===== src/rtl/lane_pkg.sv =====
// Shared lane identifiers, bus width and arbiter FSM states.
package lane_pkg;

  localparam logic [1:0] SRC_SMALL = 2'd0;
  localparam logic [1:0] SRC_QUAD  = 2'd1;
  localparam logic [1:0] SRC_WIDE  = 2'd2;
  localparam int unsigned BUS_W    = 70;

  typedef enum logic {
    ST_IDLE,
    ST_GRANT
  } state_t;

  function automatic logic [1:0] inc_mod3(input logic [1:0] v);
    return (v == 2'd2) ? 2'd0 : v + 2'd1;
  endfunction

endpackage


===== src/rtl/rr_pick3.sv =====
// Combinational 3-way round-robin picker: first requester at ptr, ptr+1, ptr+2 (mod 3).
module rr_pick3
  import lane_pkg::*;
(
  input  logic [2:0] req,
  input  logic [1:0] ptr,
  output logic [1:0] win,
  output logic       any
);

  logic [1:0] idx;

  always_comb begin
    win = '0;
    any = 1'b0;
    idx = ptr;
    for (int unsigned i = 0; i < 3; i++) begin
      if (!any && req[idx]) begin
        win = idx;
        any = 1'b1;
      end
      idx = inc_mod3(idx);
    end
  end

endmodule


===== src/rtl/lane_arbiter.sv =====
// Round-robin arbiter sharing one 70-bit bus between the small, quad and wide lanes,
// with bounded bursts per grant and a sticky passed flag after PASS_COUNT beats.
module lane_arbiter
  import lane_pkg::*;
#(
  parameter int unsigned BURST_MAX  = 4,
  parameter int unsigned PASS_COUNT = 16
) (
  input  logic             clk,
  input  logic             reset_l,
  input  logic             small_valid,
  output logic             small_ready,
  input  logic [1:0]       small_data,
  input  logic             quad_valid,
  output logic             quad_ready,
  input  logic [39:0]      quad_data,
  input  logic             wide_valid,
  output logic             wide_ready,
  input  logic [69:0]      wide_data,
  output logic             out_valid,
  output logic [BUS_W-1:0] out_data,
  output logic [1:0]       out_src,
  input  logic             out_ready,
  output logic             passed
);

  localparam logic [3:0]  BURST_LIM = 4'(BURST_MAX);
  localparam logic [15:0] PASS_LIM  = 16'(PASS_COUNT);

  state_t      state, state_nx;
  logic [1:0]  gnt, gnt_nx;
  logic [1:0]  rr_ptr, rr_ptr_nx;
  logic [3:0]  beat_cnt, beat_cnt_nx;
  logic [15:0] xfer_cnt, xfer_cnt_nx;
  logic        passed_nx;
  logic [2:0]  req;
  logic [1:0]  pick;
  logic        pick_any;
  logic        gnt_valid;
  logic        beat;

  assign req = {wide_valid, quad_valid, small_valid};

  rr_pick3 u_pick (
    .req (req),
    .ptr (rr_ptr),
    .win (pick),
    .any (pick_any)
  );

  always_ff @(posedge clk or negedge reset_l) begin
    if (!reset_l) begin
      state    <= ST_IDLE;
      gnt      <= SRC_SMALL;
      rr_ptr   <= SRC_SMALL;
      beat_cnt <= '0;
      xfer_cnt <= '0;
      passed   <= 1'b0;
    end else begin
      state    <= state_nx;
      gnt      <= gnt_nx;
      rr_ptr   <= rr_ptr_nx;
      beat_cnt <= beat_cnt_nx;
      xfer_cnt <= xfer_cnt_nx;
      passed   <= passed_nx;
    end
  end

  always_comb begin
    state_nx    = state;
    gnt_nx      = gnt;
    rr_ptr_nx   = rr_ptr;
    beat_cnt_nx = beat_cnt;
    xfer_cnt_nx = xfer_cnt;
    passed_nx   = passed;
    out_valid   = 1'b0;
    out_data    = '0;
    out_src     = SRC_SMALL;
    small_ready = 1'b0;
    quad_ready  = 1'b0;
    wide_ready  = 1'b0;
    gnt_valid   = 1'b0;
    beat        = 1'b0;

    case (state)
      ST_IDLE: begin
        if (pick_any) begin
          gnt_nx      = pick;
          beat_cnt_nx = '0;
          state_nx    = ST_GRANT;
        end
      end
      ST_GRANT: begin
        out_src = gnt;
        case (gnt)
          SRC_QUAD: begin
            gnt_valid  = quad_valid;
            out_data   = {30'b0, quad_data};
            quad_ready = out_ready;
          end
          SRC_WIDE: begin
            gnt_valid  = wide_valid;
            out_data   = wide_data;
            wide_ready = out_ready;
          end
          default: begin
            gnt_valid   = small_valid;
            out_data    = {68'b0, small_data};
            small_ready = out_ready;
          end
        endcase
        out_valid = gnt_valid;
        beat      = gnt_valid & out_ready;

        if (beat) begin
          beat_cnt_nx = beat_cnt + 4'd1;
          if (xfer_cnt != PASS_LIM)
            xfer_cnt_nx = xfer_cnt + 16'd1;
          if (xfer_cnt_nx == PASS_LIM)
            passed_nx = 1'b1;
        end

        // A stalled beat (out_ready low) neither counts nor ends the burst.
        if (!gnt_valid || (beat && beat_cnt_nx == BURST_LIM)) begin
          state_nx  = ST_IDLE;
          rr_ptr_nx = inc_mod3(gnt);
        end
      end
      default: state_nx = ST_IDLE;
    endcase
  end

endmodule


===== config.mk =====
export PLATFORM = sky130hd
export DESIGN_NAME = lane_arbiter
export DESIGN_NICKNAME = d
export VERILOG_FILES = /design/src/rtl/lane_pkg.sv /design/src/rtl/rr_pick3.sv /design/src/rtl/lane_arbiter.sv
export SDC_FILE = /design/constraint.sdc
export NUM_CORES = 1
export LEC_CHECK = 0
export ABC_AREA = 1
export CAP_MARGIN = 20
export CELL_PAD_IN_SITES_DETAIL_PLACEMENT = 1
export CELL_PAD_IN_SITES_GLOBAL_PLACEMENT = 1
export CORE_MARGIN = 4
export CORE_UTILIZATION = 24
export DETAILED_ROUTE_END_ITERATION = 6
export PLACE_DENSITY = 0.92
export SYNTH_ARGS = -nofsm -noshare
export SYNTH_HDL_FRONTEND = slang
export SYNTH_SLANG_ARGS = --single-unit

===== constraint.sdc =====
create_clock -name clk -period 4.2 [get_ports clk]
set_input_delay 1.26 -clock clk [delete_from_list [all_inputs] [get_ports clk]]
set_output_delay 1.26 -clock clk [all_outputs]
set_load 0.05 [all_outputs]

==> flow_summary.json, run 1 <==
{
  "num_vias": 3847,
  "synthSimpleGateAreaFrac_pct": 44.6,
  "nets": 799,
  "synth_mux_area_share_pct": 0,
  "dp_hpwl_um": 11600,
  "num_rows": 38,
  "first_pass_iters": 4,
  "die_h_um": 115,
  "grt_use_total_pct": 19.0,
  "peakVddDrop_v": 0.000245,
  "critPathRequiredTime_ps": 2940,
  "ys.flop_type": "dfrtp_1",
  "fin_skew_ps": 3.37,
  "yosysMostFrequentCell": "nand2_1",
  "rsz0062_at_grt": "no",
  "max_clock_freq_mhz": 262,
  "vias_per_cell": 4.73,
  "synth_top_family_by_area": "simple AND/OR/NAND/NOR gates",
  "period_share_pct": 90.9,
  "post_cts_buffers": 0,
  "power_leakage_uw": 0.00235,
  "dieArea_sq_um": 13300,
  "multiInputGateArea_sq_um": 1760,
  "ys_seq_elements": 26,
  "synth_top_cell_by_area": "nand2_1",
  "clock_latency_ps": 260,
  "path_buf_inv": 2,
  "worst_slew_margin_rel_pct": 33.7,
  "die_x_um": 115,
  "grt_pass1_vias": 4062,
  "ant_nets": 0,
  "antenna_found_initial": 1,
  "start_util_pct": 25.0,
  "numCtsBuffers": 3,
  "synthAdderAreaFrac_pct": 3.17,
  "synth_edf_count": 0,
  "async_flop_share_pct": 100,
  "drt_iter0_markers": 200,
  "crit_family": "buffers and inverters",
  "synth_common_cells": "nand2_1 (176), nor2_1 (71), inv_1 (63)",
  "worstSetupEndpointType": "output port",
  "cts_htree_levels": 1,
  "cts_tree": "done",
  "ys_seq_area_share_pct": 23.5,
  "synth-compound-area-share_pct": 13.6,
  "fin_tns_setup_ps": 0,
  "worstMarginPinSlew_ps": 992,
  "synth-xor-area-share_pct": 2.22,
  "cts-root-buf": "clkbuf_16",
  "cp.arrival_ps": 2560,
  "cp-start-kind": "input port",
  "syn_nets": 619,
  "min_path_type": "reg2reg",
  "num-fill-cells": 1437,
  "whs_ps": 469,
  "synth.top_cell.area_share_pct": 23.9,
  "wl_per_cell_um": 16.7,
  "io_pins": 195,
  "worstPathCellList": "clkdlybuf4s50_1 -> nand2_1 -> nand3_2 -> nand2_1 -> nor2_1 -> buf_12",
  "synth_cell_types": 25,
  "hold_viol": 0,
  "globalplace.congestion": 0.905,
  "drive_gt1_share_pct": 15.9,
  "stdcell_area_sq_um": 5200,
  "flow.area_growth_from_synthesis_pct": 88.1,
  "synthTopCellsByArea": "nand2_1 (24%), dfrtp_1 (24%), nor2_1 (9.6%)",
  "drc": 0,
  "cts_buffer_depth": 2,
  "status": "finished clean",
  "cts_resized": 0,
  "grt_max_degree": 43,
  "critPathMaxStageDelay_ps": 580,
  "maxCapViolations": 0,
  "finalSetupViolCount": 0,
  "yosysWarnings": 0,
  "core-area_sq_um": 11100,
  "clock-sinks": 26,
  "ctsHoldBuffers": 0,
  "slew_violations": 0,
  "cpMaxStageDelayCell": "clkdlybuf4s50_1",
  "grt_pass1_wl_um": 20400,
  "routed_wl_um": 13600,
  "seqCellArea_sq_um": 651,
  "worstPathMaxFanout": 5,
  "critPathMostFrequentCell": "nand2_1",
  "powerDensity_nw_per_um2": 539,
  "synthCells": 494,
  "clk_pin_slew_worst_paths_ps": 70,
  "syn_area_per_cell_sq_um": 5.60,
  "placed_area_sq_um": 5100,
  "crit_type": "in2out",
  "period_needed_ps": 3820,
  "grt_overflow": 0,
  "synth_area_sq_um": 2770,
  "io_buffer_count": 194
}
-- report_power, final --
group | switching (uW) | internal (uW) | leakage, uW
sequential | 126 | 333 | 0.000338
clock | 85.7 | 190 | 0.0000511
combinational | 1340 | 729 | 0.00196
total | 1550 | 1250 | 0.00235
-- metal layers --
metal	wire length, um	vias to the layer above	part of all wire (%)	global-route usage (%)
li1	-	1874	-	-
met1	4870	1820	36	19.8
met2	7440	128	55	37.6
met3	932	25	6.8	4.26
met4	374	0	2.7	5.63
met5	0	-	0	0
-- layout make-up --
cell class                      count  area share, %
Timing Repair Buffer              198           43.5
Clock inverter                      1          0.577
Multi-Input combinational cell    379           33.8
Tap cell                          140           3.37
Sequential cell                    26           12.5
Inverter                           66           4.76
Antenna cell                        1         0.0481
Clock buffer                        3           1.44
-- registers in the layout, summed over array words and instances (netlist names) --
signal,count
passed,1
state,1
beat_cnt,4
xfer_cnt,16
gnt,2
rr_ptr,2
-- kinds of logic after synthesis --
group                      count (synthesis)
buffers and inverters                     89
and+or+nand+nor                          293
DFF                                       26
xor gates and xnor gates                   7
AOI/OAI and AO/OA                         72
adders and majority gates                  7
-- through the flow --
step | setup WS, ps | total power [uW] | cells | utilization [%]
after floorplan | 756 | 1720 | 494 | -
after global placement | 463 | 2440 | 809 | 46.0
after detailed placement | 387 | 2540 | 809 | 46.0
after CTS | 383 | 2830 | 813 | 47.0
after global routing | 299 | 3000 | 814 | 47.0
final | 381 | 2800 | 814 | 47.0
-- cell usage in the layout, fill, tap and decap left out --
cell             netlist  routed
nand2_1              176     176
clkdlybuf4s50_1        0     120
nor2_1                71      71
inv_1                 63      63
a21oi_1               43      43
buf_4                  3      40
buf_12                 0      38
dfrtp_1               26      26
nand3_1               18      18
o21ai_0               15      15
nand2_2                8       8
nor2_2                 7       7
xor2_1                 7       7
o21ai_1                7       7
ha_1                   7       7
nor2_4                 4       4
inv_2                  3       3
nand3b_1               3       3
o22ai_1                3       3
nand4_1                3       3
clkbuf_16              0       3
a22o_1                 2       2
o211ai_1               2       2
nand3_2                2       2
diode_2                0       1
nand3_4                1       1
bufinv_16              0       1
-- worst min-delay path, delay by kind of cell, from the launching register on --
kind,cells,cell delay [ps]
buffers and inverters,1,40
and+or+nand+nor,1,50
DFF,1,350
-- worst paths after layout --
| check | depth (start not counted) | startpoint | to | slack (ps) |
|---|---|---|---|---|
| max in group asynchronous | 2 | reset_l | xfer_cnt[4] | 2560 |
| min reg2reg | 2 | passed | passed | 470 |
| min | 2 | passed | passed | 470 |
| max | 6 | quad_valid | out_valid | 380 |
| min in group asynchronous | 2 | reset_l | xfer_cnt[13] | 1370 |
| max reg2reg | 10 | gnt[0] | beat_cnt[0] | 1680 |
Power figures use the tool's default switching activity.
==> run 2, diff against run 1 <==
Settings changed: SLEW_MARGIN from default to 20.
==> results of run 2 <==
No change in the layout: final DEF, timing and power equal those of run 1.
